$ cat src/rtl/vga_pkg.sv
// Shared VGA timing defaults, palette and colour-bar table.
// The bar table is only selected by builds with TEST_PATTERN_EN.
package vga_pkg;

   localparam int VGA_CLK_DIV     = 4;
   localparam int VGA_H_TOTAL     = 800;
   localparam int VGA_H_SYNC      = 96;
   localparam int VGA_H_VIS_START = 144;
   localparam int VGA_H_VIS_END   = 783;
   localparam int VGA_V_TOTAL     = 525;
   localparam int VGA_V_SYNC      = 2;
   localparam int VGA_V_VIS_START = 35;
   localparam int VGA_V_VIS_END   = 514;
   localparam int VGA_MOVE_DIV    = 4;
   localparam int BAR_W           = 80;

   localparam logic [11:0] WHITE   = 12'hFFF;
   localparam logic [11:0] YELLOW  = 12'hFF0;
   localparam logic [11:0] CYAN    = 12'h0FF;
   localparam logic [11:0] GREEN   = 12'h0F0;
   localparam logic [11:0] MAGENTA = 12'hF0F;
   localparam logic [11:0] RED     = 12'hF00;
   localparam logic [11:0] BLUE    = 12'h00F;
   localparam logic [11:0] BLACK   = 12'h000;

   localparam logic [11:0] BAR_TBL [8] = '{
      WHITE, YELLOW, CYAN, GREEN,
      MAGENTA, RED, BLUE, BLACK
   };

   // off is the column relative to the first visible pixel
   function automatic logic [11:0] bar_color(input logic [9:0] off);
      return BAR_TBL[3'(off / 10'(BAR_W))];
   endfunction

endpackage

$ cat src/rtl/vga_display_driver_if.sv
// Raster/colour bundle between the sprite logic and the VGA driver.
// master = driver side, slave = sprite/maze side.
interface vga_display_driver_if;

   logic        pacmanFill;
   logic        ghostFill;
   logic        wallFill;
   logic        pelletFill;
   logic        test_pat;
   logic [9:0]  hCount;
   logic [9:0]  vCount;
   logic        bright;
   logic        hSync;
   logic        vSync;
   logic [11:0] rgb;
   logic        frame_tick;
   logic        move_tick;

   modport master (
      input  pacmanFill, ghostFill, wallFill, pelletFill, test_pat,
      output hCount, vCount, bright, hSync, vSync, rgb,
      output frame_tick, move_tick
   );

   modport slave (
      output pacmanFill, ghostFill, wallFill, pelletFill, test_pat,
      input  hCount, vCount, bright, hSync, vSync, rgb,
      input  frame_tick, move_tick
   );

endinterface

$ cat src/rtl/pix_tick_gen.sv
// Pixel-enable generator: one-clk pulse every CLK_DIV system clocks.
module pix_tick_gen #(
   parameter int CLK_DIV = 4
) (
   input  logic clk,
   input  logic reset,
   output logic pix_en
);

   localparam int DW = (CLK_DIV > 1) ? $clog2(CLK_DIV) : 1;
   localparam logic [DW-1:0] D_LAST = DW'(CLK_DIV - 1);

   logic [DW-1:0] div_q, div_d;

   assign pix_en = (div_q == D_LAST);

   always_comb begin
      div_d = div_q + 1'b1;
      if (pix_en) div_d = '0;
   end

   always_ff @(posedge clk) begin
      if (reset) div_q <= '0;
      else       div_q <= div_d;
   end

endmodule

$ cat src/rtl/vga_display_driver.sv
// 640x480@60 raster timing, fill-priority colour mux and frame/move strobes.
// Define TEST_PATTERN_EN to let test_pat select eight colour bars.
module vga_display_driver
   import vga_pkg::*;
#(
   parameter int CLK_DIV     = VGA_CLK_DIV,
   parameter int H_TOTAL     = VGA_H_TOTAL,
   parameter int H_SYNC      = VGA_H_SYNC,
   parameter int H_VIS_START = VGA_H_VIS_START,
   parameter int H_VIS_END   = VGA_H_VIS_END,
   parameter int V_TOTAL     = VGA_V_TOTAL,
   parameter int V_SYNC      = VGA_V_SYNC,
   parameter int V_VIS_START = VGA_V_VIS_START,
   parameter int V_VIS_END   = VGA_V_VIS_END,
   parameter int MOVE_DIV    = VGA_MOVE_DIV
) (
   input  logic clk,
   input  logic reset,
   vga_display_driver_if.master vif
);

`ifdef TEST_PATTERN_EN
   localparam bit TP_EN = 1'b1;
`else
   localparam bit TP_EN = 1'b0;
`endif

   localparam logic [9:0] H_LAST = 10'(H_TOTAL - 1);
   localparam logic [9:0] V_LAST = 10'(V_TOTAL - 1);
   localparam logic [9:0] HS_W   = 10'(H_SYNC);
   localparam logic [9:0] VS_W   = 10'(V_SYNC);
   localparam logic [9:0] HV0    = 10'(H_VIS_START);
   localparam logic [9:0] HV1    = 10'(H_VIS_END);
   localparam logic [9:0] VV0    = 10'(V_VIS_START);
   localparam logic [9:0] VV1    = 10'(V_VIS_END);
   localparam int FW = (MOVE_DIV > 1) ? $clog2(MOVE_DIV) : 1;
   localparam logic [FW-1:0] F_LAST = FW'(MOVE_DIV - 1);

   logic          pix_en;
   logic [9:0]    h_q, h_d, v_q, v_d;
   logic [FW-1:0] f_q, f_d;
   logic          hs_q, vs_q, ft_q, mt_q;
   logic [11:0]   rgb_q, rgb_d, fill_rgb;
   logic          bright, h_wrap, frame_wrap;

   pix_tick_gen #(.CLK_DIV(CLK_DIV)) u_pix (
      .clk    (clk),
      .reset  (reset),
      .pix_en (pix_en)
   );

   assign h_wrap     = (h_q == H_LAST);
   assign frame_wrap = pix_en && h_wrap && (v_q == V_LAST);
   assign bright     = (h_q >= HV0) && (h_q <= HV1) &&
                       (v_q >= VV0) && (v_q <= VV1);

   always_comb begin
      h_d = h_q;
      v_d = v_q;
      f_d = f_q;
      if (pix_en) begin
         h_d = h_wrap ? '0 : h_q + 10'd1;
         if (h_wrap) v_d = (v_q == V_LAST) ? '0 : v_q + 10'd1;
      end
      if (frame_wrap) f_d = (f_q == F_LAST) ? '0 : f_q + 1'b1;
   end

   always_comb begin
      fill_rgb = BLACK;
      priority case (1'b1)
         vif.pacmanFill: fill_rgb = YELLOW;
         vif.ghostFill:  fill_rgb = RED;
         vif.wallFill:   fill_rgb = BLUE;
         vif.pelletFill: fill_rgb = WHITE;
         default:        fill_rgb = BLACK;
      endcase
   end

   // colour bars override fills only inside the visible window
   always_comb begin
      rgb_d = BLACK;
      if (bright) begin
         if (TP_EN && vif.test_pat) rgb_d = bar_color(h_q - HV0);
         else                       rgb_d = fill_rgb;
      end
   end

   always_ff @(posedge clk) begin
      if (reset) begin
         h_q   <= '0;
         v_q   <= '0;
         f_q   <= '0;
         hs_q  <= 1'b1;
         vs_q  <= 1'b1;
         rgb_q <= '0;
         ft_q  <= 1'b0;
         mt_q  <= 1'b0;
      end else begin
         h_q  <= h_d;
         v_q  <= v_d;
         f_q  <= f_d;
         ft_q <= frame_wrap;
         mt_q <= frame_wrap && (f_q == F_LAST);
         if (pix_en) begin
            hs_q  <= (h_q >= HS_W);
            vs_q  <= (v_q >= VS_W);
            rgb_q <= rgb_d;
         end
      end
   end

   assign vif.hCount     = h_q;
   assign vif.vCount     = v_q;
   assign vif.bright     = bright;
   assign vif.hSync      = hs_q;
   assign vif.vSync      = vs_q;
   assign vif.rgb        = rgb_q;
   assign vif.frame_tick = ft_q;
   assign vif.move_tick  = mt_q;

endmodule

$ cat src/flat_wrapper.sv
// flat-port wrapper written by rule: the top's interface ports become plain ports
module vga_display_driver_flat import vga_pkg::*;
#(
   parameter int CLK_DIV     = VGA_CLK_DIV,
   parameter int H_TOTAL     = VGA_H_TOTAL,
   parameter int H_SYNC      = VGA_H_SYNC,
   parameter int H_VIS_START = VGA_H_VIS_START,
   parameter int H_VIS_END   = VGA_H_VIS_END,
   parameter int V_TOTAL     = VGA_V_TOTAL,
   parameter int V_SYNC      = VGA_V_SYNC,
   parameter int V_VIS_START = VGA_V_VIS_START,
   parameter int V_VIS_END   = VGA_V_VIS_END,
   parameter int MOVE_DIV    = VGA_MOVE_DIV
)
  (clk, reset, vif_pacmanFill, vif_ghostFill, vif_wallFill, vif_pelletFill, vif_test_pat, vif_hCount, vif_vCount, vif_bright, vif_hSync, vif_vSync, vif_rgb, vif_frame_tick, vif_move_tick);
  vga_display_driver_if vif_i ();
  input  logic clk;
  input  logic reset;
  input wire logic [$bits(vif_i.pacmanFill)-1:0] vif_pacmanFill;
  input wire logic [$bits(vif_i.ghostFill)-1:0] vif_ghostFill;
  input wire logic [$bits(vif_i.wallFill)-1:0] vif_wallFill;
  input wire logic [$bits(vif_i.pelletFill)-1:0] vif_pelletFill;
  input wire logic [$bits(vif_i.test_pat)-1:0] vif_test_pat;
  output wire logic [$bits(vif_i.hCount)-1:0] vif_hCount;
  output wire logic [$bits(vif_i.vCount)-1:0] vif_vCount;
  output wire logic [$bits(vif_i.bright)-1:0] vif_bright;
  output wire logic [$bits(vif_i.hSync)-1:0] vif_hSync;
  output wire logic [$bits(vif_i.vSync)-1:0] vif_vSync;
  output wire logic [$bits(vif_i.rgb)-1:0] vif_rgb;
  output wire logic [$bits(vif_i.frame_tick)-1:0] vif_frame_tick;
  output wire logic [$bits(vif_i.move_tick)-1:0] vif_move_tick;
  assign vif_i.pacmanFill = vif_pacmanFill;
  assign vif_i.ghostFill = vif_ghostFill;
  assign vif_i.wallFill = vif_wallFill;
  assign vif_i.pelletFill = vif_pelletFill;
  assign vif_i.test_pat = vif_test_pat;
  assign vif_hCount = vif_i.hCount;
  assign vif_vCount = vif_i.vCount;
  assign vif_bright = vif_i.bright;
  assign vif_hSync = vif_i.hSync;
  assign vif_vSync = vif_i.vSync;
  assign vif_rgb = vif_i.rgb;
  assign vif_frame_tick = vif_i.frame_tick;
  assign vif_move_tick = vif_i.move_tick;
  vga_display_driver #(.CLK_DIV(CLK_DIV), .H_TOTAL(H_TOTAL), .H_SYNC(H_SYNC), .H_VIS_START(H_VIS_START), .H_VIS_END(H_VIS_END), .V_TOTAL(V_TOTAL), .V_SYNC(V_SYNC), .V_VIS_START(V_VIS_START), .V_VIS_END(V_VIS_END), .MOVE_DIV(MOVE_DIV)) u_core (.clk(clk), .reset(reset), .vif(vif_i));
endmodule
$ cat config.mk
export PLATFORM = sky130hd
export DESIGN_NAME = vga_display_driver_flat
export DESIGN_NICKNAME = d
export VERILOG_FILES = /design/src/rtl/vga_pkg.sv /design/src/rtl/vga_display_driver_if.sv /design/src/rtl/pix_tick_gen.sv /design/src/rtl/vga_display_driver.sv /design/src/flat_wrapper.sv
export SDC_FILE = /design/constraint.sdc
export NUM_CORES = 1
export LEC_CHECK = 0
export BUFFER_PORTS_ARGS = -buffer_cell sky130_fd_sc_hd__buf_2
export CAP_MARGIN = 20
export CORE_AREA = 2 2 71 73
export CTS_BUF_LIST = sky130_fd_sc_hd__clkbuf_4 sky130_fd_sc_hd__clkbuf_8
export CTS_CLUSTER_DIAMETER = 50
export DETAILED_ROUTE_END_ITERATION = 8
export DIE_AREA = 0 0 73 75
export HOLD_SLACK_MARGIN = 0.02
export PLACE_DENSITY = 0.68
export SYNTH_ARGS = -nofsm -noshare
export SYNTH_HDL_FRONTEND = slang
export SYNTH_SLANG_ARGS = --single-unit
$ cat constraint.sdc
create_clock -name clk -period 6.1 [get_ports clk]
set_input_delay 1.22 -clock clk [delete_from_list [all_inputs] [get_ports clk]]
set_output_delay 1.22 -clock clk [all_outputs]
set_load 0.02 [all_outputs]
=== After elaboration in Yosys (flattened, before gate mapping) ===
Index checks and enable logic that the tools add are counted.
Widths: inputs -> output; s select.

* Add/subtract/negate cells: 4
* Magnitude comparators: 6
* Equal/unequal tests: 4
* Multiplexer cells: 8
* Reductions and logical operators: 8

{| class="wikitable"
|+ Operators with widths
! kind !! count
|-
| $mux 12 || 5
|-
| $add 10x1->10 const B || 2
|-
| $eq 10x10->1 const B || 2
|-
| $le 10x10->1 const B || 2
|-
| $mux 10 || 2
|-
| $ge 10x2->1 const B || 1
|-
| $ge 10x6->1 const B || 1
|-
| $ge 10x7->1 const B || 1
|-
| $ge 10x8->1 const B || 1
|-
| $logic_and 1x1->1 || 6
|-
| $add 2x1->2 const B || 2
|-
| $eq 2x2->1 const B || 2
|-
| $mux 2 || 1
|-
| $reduce_and 2->1 || 1
|-
| $reduce_or 2->1 || 1
|}

* Register bits: 40
* Input bits: 7
* Output and inout port bits: 37

=== Depth between registers and ports, before layout ===
Gate-level depths: netlist of run 1.

* Depth after elaboration: 5
* Mapped depth: 7
* Depth with buffers taken out: 6

=== Modules after synthesis ===
A second synthesis of run 1 with hierarchy kept.

* Cells, all modules: 185
* Area, all modules: 1585.3 um^2

{| class="wikitable"
|+ By module, submodules not included
! module !! instances !! cells an instance !! area an instance (um^2)
|-
| vga_display_driver || 1 || 180 || 1510.2
|-
| pix_tick_gen || 1 || 5 || 75.1
|}

=== Worst setup path after synthesis of run 1 ===
Ideal clock, no wire load.

* Path type: register to output
* Start: register u_core.v_q[5] (netlist: u_core.vif.vCount[5])
* End: output vif_bright
* Arrival: 1701 ps
* Data required time: 4880 ps
* Slack: 3179 ps
* Cell stages (with the launch flop): 5
* Cells stage by stage: dfxtp_1 nor4_1 o211ai_1 a221o_1 nor2_1

* Longest elaborated chain between the ends: 3
* Elaborated cells between the ends (all ways): 4
* Those cells by class: order compare (2); reduce/logical (2)

{| class="wikitable"
|+ RTL lines
! what !! RTL line !! source
|-
| start, declared || vga_display_driver.sv:40 || <nowiki>logic [9:0] h_q, h_d, v_q, v_d;</nowiki>
|-
| start signal, assigned || vga_display_driver.sv:100 || <nowiki>v_q <= v_d;</nowiki>
|-
| $ge 10x6->1 || vga_display_driver.sv:55 || <nowiki>(v_q >= VV0) && (v_q <= VV1);</nowiki>
|-
| $logic_and 1x1->1 || vga_display_driver.sv:54 || <nowiki>assign bright = (h_q >= HV0) && (h_q <= HV1) &&</nowiki>
|-
| $logic_and 1x1->1 * || vga_display_driver.sv:55 ||
|-
| end, declared || flat_wrapper.sv:26 || <nowiki>output wire logic [$bits(vif_i.bright)-1:0] vif_bright;</nowiki>
|}

Every way passes the cells marked *; elsewhere a longest branch is shown, timed or not.

=== Worst setup path after layout of run 1 ===
* Start: register u_core.v_q[6] (netlist: u_core.vif.vCount[6])
* End: output vif_bright

Same word-level chain as after synthesis.

==> results of run 1 <==
[cell families after synthesis]
group,Yosys count,synth area share
XOR/XNOR,13,0.07137
flip-flops,31,0.3890
buffers and inverters,21,0.07137
adder cells (fa/ha/maj),7,0.05490
AO/OA/AOI/OAI,30,0.1200
AND/OR/NAND/NOR,86,0.2933
[power by group through the flow]
stage	registers, W	logic, W	clock network, W
after floorplan	0.000214	0.0000102	0
after global placement	0.000212	0.0000179	0
after detailed placement	0.000212	0.0000179	0
after CTS	0.000208	0.0000180	0.000167
after global routing	0.000208	0.0000205	0.000176
final	0.000208	0.0000177	0.000162
[placed cells by master, fill, tap and decap left out, drive strengths merged, types with 3 or more instances in the layout]
cell,n
nand2b,6
o21ai,9
dfxtp,31
and3,4
nor2,22
buf,42
nand4,6
nand2,12
nor3,5
and4b,4
o32ai,3
clkbuf,6
a21oi,10
xnor2,6
xor2,7
ha,7
nand3,11
inv,6
or4,5
[through the flow]
| step | util | hold slack [ns] | setup WS [ns] | std cells | cell area, um2 |
|---|---|---|---|---|---|
| final | 0.4011 | 0.4272 | 2.743 | 276 | 1869 |
| after global placement | 0.3823 | 0.4167 | 3.067 | 269 | 1782 |
| after CTS | 0.4011 | 0.4303 | 2.757 | 276 | 1869 |
| after global routing | 0.4011 | 0.4431 | 2.579 | 276 | 1869 |
| after floorplan | - | 0.4003 | 3.179 | 188 | 1595 |
| after detailed placement | 0.3823 | 0.4211 | 3.076 | 269 | 1782 |
[area by class of cell]
class	instances	area (um2)
tap	54	67.56
multi-input combinational	136	860.8
inverter	6	22.52
clock buffer	6	82.58
clock inverter	1	5.005
sequential	31	620.6
timing repair buffer	42	210.2
fill	490	2791
[worst max-delay path by stage]
| stage | endpoint | slack (ns) | cells past startpoint |
|---|---|---|---|
| after floorplan | vif_bright | 3.18 | 4 |
| after global placement | vif_bright | 3.07 | 5 |
| after detailed placement | vif_bright | 3.08 | 5 |
| after CTS | vif_bright | 2.76 | 5 |
| after global routing | vif_bright | 2.58 | 5 |
| final | vif_bright | 2.74 | 5 |
[cells in the mapped netlist, drive strengths merged]
master  count
dfxtp      31
o311ai      1
or2         1
and4        1
nor4        2
o31ai       2
nand2b      6
nor2b       1
a41o        1
ha          7
o211ai      2
o311a       1
o32ai       3
nand2      12
nor3        5
nand4       6
xnor2       6
and3        4
nor3b       2
nand4b      2
buf        10
nor2       22
clkbuf      5
inv         6
nand3      11
or3         2
o21ai       9
a221o       1
or4         5
xor2        7
and4b       4
a21oi      10
[sequential cells by signal, indices dropped and copies added, names as in the netlist]
| signal | count |
|---|---|
| u_core.vif.hCount | 10 |
| u_core.vif.vCount | 10 |
| u_core.vif.rgb | 3 |
| u_core.f_q | 2 |
| u_core.u_pix.div_q | 2 |
| u_core.vif.frame_tick | 1 |
| u_core.vif.hSync | 1 |
| u_core.vif.move_tick | 1 |
| u_core.vif.vSync | 1 |
[per-layer routing]
metal	vias up	wire, um
li1	731	-
met1	673	1643
met2	39	1666
met3	6	189
met4	0	63
met5	-	0
==> results.py, run 1 <==
metrics = {
    "logic_synthesis": {
        "netlist_area_um2": 1595,
        "ys_seq_elements": 31,
        "synth.avg_cell_area_um2": 8.486,
        "synth_seq_area_share": 0.3890,
        "synth_warnings": 0,
        "synth.distinct_cells": 35,
        "syn_nets": 202,
        "postSynthCellCount": 188,
        "synth_top_area_share": 0.3890,
        "ys_top_cells_by_area": "dfxtp_1 39%, ha_1 5.5%, nor2_1 5.2%, buf_4 4.2%, xor2_1 3.8%",
        "yosysTopAreaCell": "dfxtp_1",
    },
    "sta": {
        "period_share": 0.5504,
        "slew_viol_final": 0,
        "finClkSkew_ns": 0.005537,
        "slew_headroom": 0.5338,
        "worst_pin_slew_ns": 0.6939,
        "fmax_mhz": 297.9,
        "period_needed_ns": 3.357,
        "rsz0062_at_grt": "no",
        "setup_viol": 0,
        "hold_viol": 0,
        "finalSetupTns_ns": 0,
    },
    "cts": {
        "clockBufferDepth": 2,
        "clkTransAtPathRegs_ns": 0.07,
        "h-tree-depth": 2,
        "cts_buffers": 5,
        "cts_resized": 0,
        "insertion_delay_ns": 0.28,
        "cts_tree": "done",
        "root_buffer": "clkbuf_8",
        "post_cts_buffers": 0,
        "cts.sinks": 31,
        "cts_hold_buf": 0,
    },
    "hold_path": {
        "min_from": "u_core.u_pix.div_q[0]$_SDFF_PP0_",
        "hold_path_class": "reg -> reg",
        "whs_path_depth": 1,
        "hold_end": "u_core.u_pix.div_q[0]$_SDFF_PP0_",
    },
    "detailed_routing": {
        "routed_wl_um": 3562,
        "drt_iter0_markers": 102,
        "first_pass_iters": 4,
        "vias_per_cell": 5.250,
        "ant_nets": 0,
        "vias": 1449,
        "drc": 0,
        "avgRoutedWirePerCell_um": 12.91,
    },
    "critical_path": {
        "critPathTopFamily": "simple AND/OR/NAND/NOR gates",
        "end_kind": "output pin",
        "crit_buf_inv": 1,
        "worst-setup-path-type": "reg -> out",
        "crit_fanout": 8,
        "critPathSlowestCell": "nor4_1",
        "worstPathCellList": "nor4_1, o211ai_1, a221o_1, nor2_1, buf_2",
        "critPathLaunchType": "flop",
        "slowest_delay_ns": 0.58,
        "cp-startpoint": "u_core.vif.vCount[6]$_SDFFE_PP0N_",
        "r2r_cells": 5,
        "cp.required_ns": 4.88,
        "r2r_setup_slack_ns": 3.63,
        "r2r-start": "u_core.u_pix.div_q[0]$_SDFF_PP0_",
        "cp.arrival_ns": 2.14,
        "r2r-end": "u_core.vif.vCount[9]$_SDFFE_PP0N_",
    },
    "pwr": {
        "p_clk_frac": 0.418,
        "switching_power_w": 0.00008619,
        "p_int_w": 0.0003009,
        "leakagePower_nw": 0.7984,
        "power_per_cell_area_nw_per_um2": 207.1,
        "ir_drop_v": 0.00009970,
        "p_seq_frac": 0.536,
        "p_sw_frac": 0.2227,
        "power_frac_comb": 0.046,
        "totalPowerFinal_w": 0.0003871,
    },
    "placed_design": {
        "dp_hpwl_um": 2587,
        "portBuffers": 42,
        "place_congestion": 0.7638,
    },
    "final_layout": {
        "nets": 236,
        "antenna_cells": 0,
        "drive_gt1_frac": 0.2342,
        "area_growth_pct": 17.18,
    },
    "job": {
        "cap_violations": 0,
    },
    "floorplan": {
        "start_util": 0.3423,
        "fp.coreArea_um2": 4661,
        "row_count": 25,
        "io_pins": 44,
        "die_area_um2": 5475,
        "die_h_um": 75,
        "die_x_um": 73,
    },
    "global_route": {
        "antenna_found_initial": 0,
        "grt_pass1_wl_um": 5858,
        "grtUsageMet3": 0.03481,
        "grt.total_usage": 0.1378,
        "first_global_vias": 1189,
        "grt.overflow.total": 0,
        "met1_usage": 0.1842,
        "grt_max_degree": 19,
        "grt_most_used_layer": "met2",
        "grt_use_met2": 0.2102,
    },
    "outcome": {
        "status": "finished clean",
    },
}
No activity file was read; power rests on OpenSTA's default activity.
==> run 2: changes to the inputs <==
- ABC_AREA: unset -> 1
- CORE_AREA: 2 2 71 73 -> 2 2 74 76
- DIE_AREA: 0 0 73 75 -> 0 0 76 78
- clock period: 6.1 -> 3.4 ns (I/O delays scaled with it)
==> results.py, run 2 <==
metrics = {
    "outcome": {
        "status": "finished clean",
    },
    "placed_design": {
        "placed_cell_area_um2": 1968,
        "portBuffers": 42,
        "dp_hpwl_um": 2856,
        "place_congestion": 0.8607,
    },
    "final_layout": {
        "nets": 306,
        "antenna_cells": 0,
        "final_cell_mix": "55 x nand2_1, 44 x nor2_1, 42 x buf_2, 33 x inv_1, 31 x dfxtp_1",
        "fin_util": 0.4055,
        "mostFrequentLayoutCell": "nand2_1",
        "drive_gt1_frac": 0.2268,
        "area_growth_pct": 16.80,
        "stdcell_area_um2": 2044,
    },
    "cts": {
        "insertion_delay_ns": 0.28,
        "cts_tree": "done",
        "cts_hold_buf": 0,
        "h-tree-depth": 2,
        "clockBufferDepth": 2,
        "cts_buffers": 5,
        "root_buffer": "clkbuf_8",
        "cts.sinks": 31,
        "clkTransAtPathRegs_ns": 0.06,
        "cts_resized": 0,
        "post_cts_buffers": 0,
    },
    "logic_synthesis": {
        "synth_edf_count": 0,
        "postSynthCellCount": 254,
        "ys_top_cells_by_area": "dfxtp_1 35%, nand2_1 12%, nor2_1 9.4%, inv_1 7.1%, ha_1 5.0%",
        "synth.distinct_cells": 26,
        "syn_nets": 268,
        "synth_seq_area_share": 0.3545,
        "synth_warnings": 0,
        "synth_most_common_cell": "nand2_1",
        "synthArstFlopShare": 0,
        "netlist_area_um2": 1750,
        "synth_ff_type": "dfxtp_1",
        "synth.avg_cell_area_um2": 6.891,
        "synth_common_cells": "55 x nand2_1, 44 x nor2_1, 33 x inv_1",
        "synth_top_area_share": 0.3545,
        "ys_seq_elements": 31,
        "yosysTopAreaCell": "dfxtp_1",
    },
    "global_route": {
        "grt.total_usage": 0.1354,
        "antenna_found_initial": 0,
        "grt_max_degree": 13,
        "first_global_vias": 1521,
        "grt_pass1_wl_um": 6506,
        "grt.overflow.total": 0,
    },
    "floorplan": {
        "start_util": 0.3471,
        "fp.coreArea_um2": 5042,
        "io_pins": 44,
        "die_h_um": 78,
        "die_area_um2": 5928,
        "die_x_um": 76,
        "row_count": 26,
    },
    "critical_path": {
        "r2r-start": "u_core.u_pix.div_q[0]$_SDFF_PP0_",
        "worstSetupEndpoint": "vif_bright",
        "end_kind": "output pin",
        "r2r-end": "u_core.vif.hCount[8]$_SDFFE_PP0P_",
        "crit_fanout": 6,
        "r2r_setup_slack_ns": 1.64,
        "cp.required_ns": 2.72,
        "worst-setup-path-type": "reg -> out",
        "cp.arrival_ns": 1.71,
        "r2r_cells": 6,
        "cp-startpoint": "u_core.vif.vCount[0]$_SDFFE_PP0N_",
        "critPathLaunchType": "flop",
    },
    "sta": {
        "worst_pin_slew_ns": 0.4181,
        "rsz0062_at_grt": "no",
        "fmax_mhz": 418.6,
        "finalSetupTns_ns": 0,
        "timing.hold.ws_ns": 0.4181,
        "period_share": 0.7026,
        "setup_viol": 0,
        "slew_viol_final": 0,
        "slew_headroom": 0.7212,
        "period_needed_ns": 2.389,
        "finClkSkew_ns": 0.003984,
        "hold_viol": 0,
    },
    "detailed_routing": {
        "first_pass_iters": 4,
        "drt_iter0_markers": 80,
        "vias": 1644,
        "ant_nets": 0,
        "avgRoutedWirePerCell_um": 10.46,
        "drc": 0,
        "routed_wl_um": 3775,
        "vias_per_cell": 4.554,
    },
    "hold_path": {
        "whs_path_depth": 1,
        "hold_path_class": "reg -> reg",
    },
    "job": {
        "cap_violations": 0,
    },
    "pwr": {
        "leakagePower_nw": 0.9992,
        "power_per_cell_area_nw_per_um2": 331.9,
        "ir_drop_v": 0.0002430,
    },
}
-- run 2: cell count changes after synthesis, moves of 4 or more --
cell      before  now
and4b_1        4    0
clkbuf_1       5    0
inv_1          6   33
nand2_1       12   55
nand2_2        0    5
nand2b_1       6    0
nand3_1       11   17
nor2_1        22   44
nor2_4         0    5
or4_1          5    0
xnor2_1        6    0
-- run 2: stage by stage --
stage	power, W	worst slack, ns	instances
6_report	0.0006786	1.011	361
5_1_grt	0.0007099	0.8985	361
4_1_cts	0.0006874	1.011	361
3_5_place_dp	0.0004153	1.320	355
3_3_place_gp	0.0004147	1.326	355
2_1_floorplan	0.0004045	1.374	254
-- run 2: area by class of cell --
class                           instances  area, um2
Inverter                               35      132.6
Tap cell                               70      87.58
Timing Repair Buffer                   42      210.2
Clock buffer                            6      76.32
Sequential cell                        31      620.6
Fill cell                             547       2998
Multi-Input combinational cell        177      917.1
-- run 2: per-layer routing --
metal / GRT usage / vias up / part of all wire
li1: - / 867 / -
met1: 0.1622 / 727 / 0.47
met2: 0.2241 / 44 / 0.46
met3: 0.05233 / 6 / 0.063
met4: 0.04364 / 0 / 0.014
met5: 0 / - / 0
-- run 2: where the power goes --
part	switching (W)	internal (W)	total (W)
clock	0.000128	0.000144	0.000272
sequential	0.00000303	0.000369	0.000372
combinational	0.0000236	0.0000111	0.0000348
-- run 2: worst min path at each step --
stage / to / startpoint / slack, ns
after detailed placement: u_core.u_pix.div_q[0]$_SDFF_PP0_ / u_core.u_pix.div_q[0]$_SDFF_PP0_ / 0.41
after CTS: u_core.u_pix.div_q[0]$_SDFF_PP0_ / u_core.u_pix.div_q[0]$_SDFF_PP0_ / 0.42
after floorplan: u_core.u_pix.div_q[0]$_SDFF_PP0_ / u_core.u_pix.div_q[0]$_SDFF_PP0_ / 0.40
after global placement: u_core.u_pix.div_q[0]$_SDFF_PP0_ / u_core.u_pix.div_q[0]$_SDFF_PP0_ / 0.41
after global routing: u_core.u_pix.div_q[0]$_SDFF_PP0_ / u_core.u_pix.div_q[0]$_SDFF_PP0_ / 0.46
final: u_core.u_pix.div_q[0]$_SDFF_PP0_ / u_core.u_pix.div_q[0]$_SDFF_PP0_ / 0.42
-- run 2: worst max-delay path: stages, from the launching register on --
cell,delay [ns]
dfxtp_1,0.43
ha_1,0.23
inv_1,0.07
nand3_1,0.08
a21oi_1,0.06
nor2_1,0.21
and2_1,0.17
buf_2,0.16
-- run 2: logic make-up after synthesis --
logic type,synth area share
and+or+nand+nor,0.3803
buffers and inverters,0.1215
DFF,0.3545
AOI/OAI and AO/OA,0.06862
adders and majority gates,0.05003
xor gates and xnor gates,0.02502
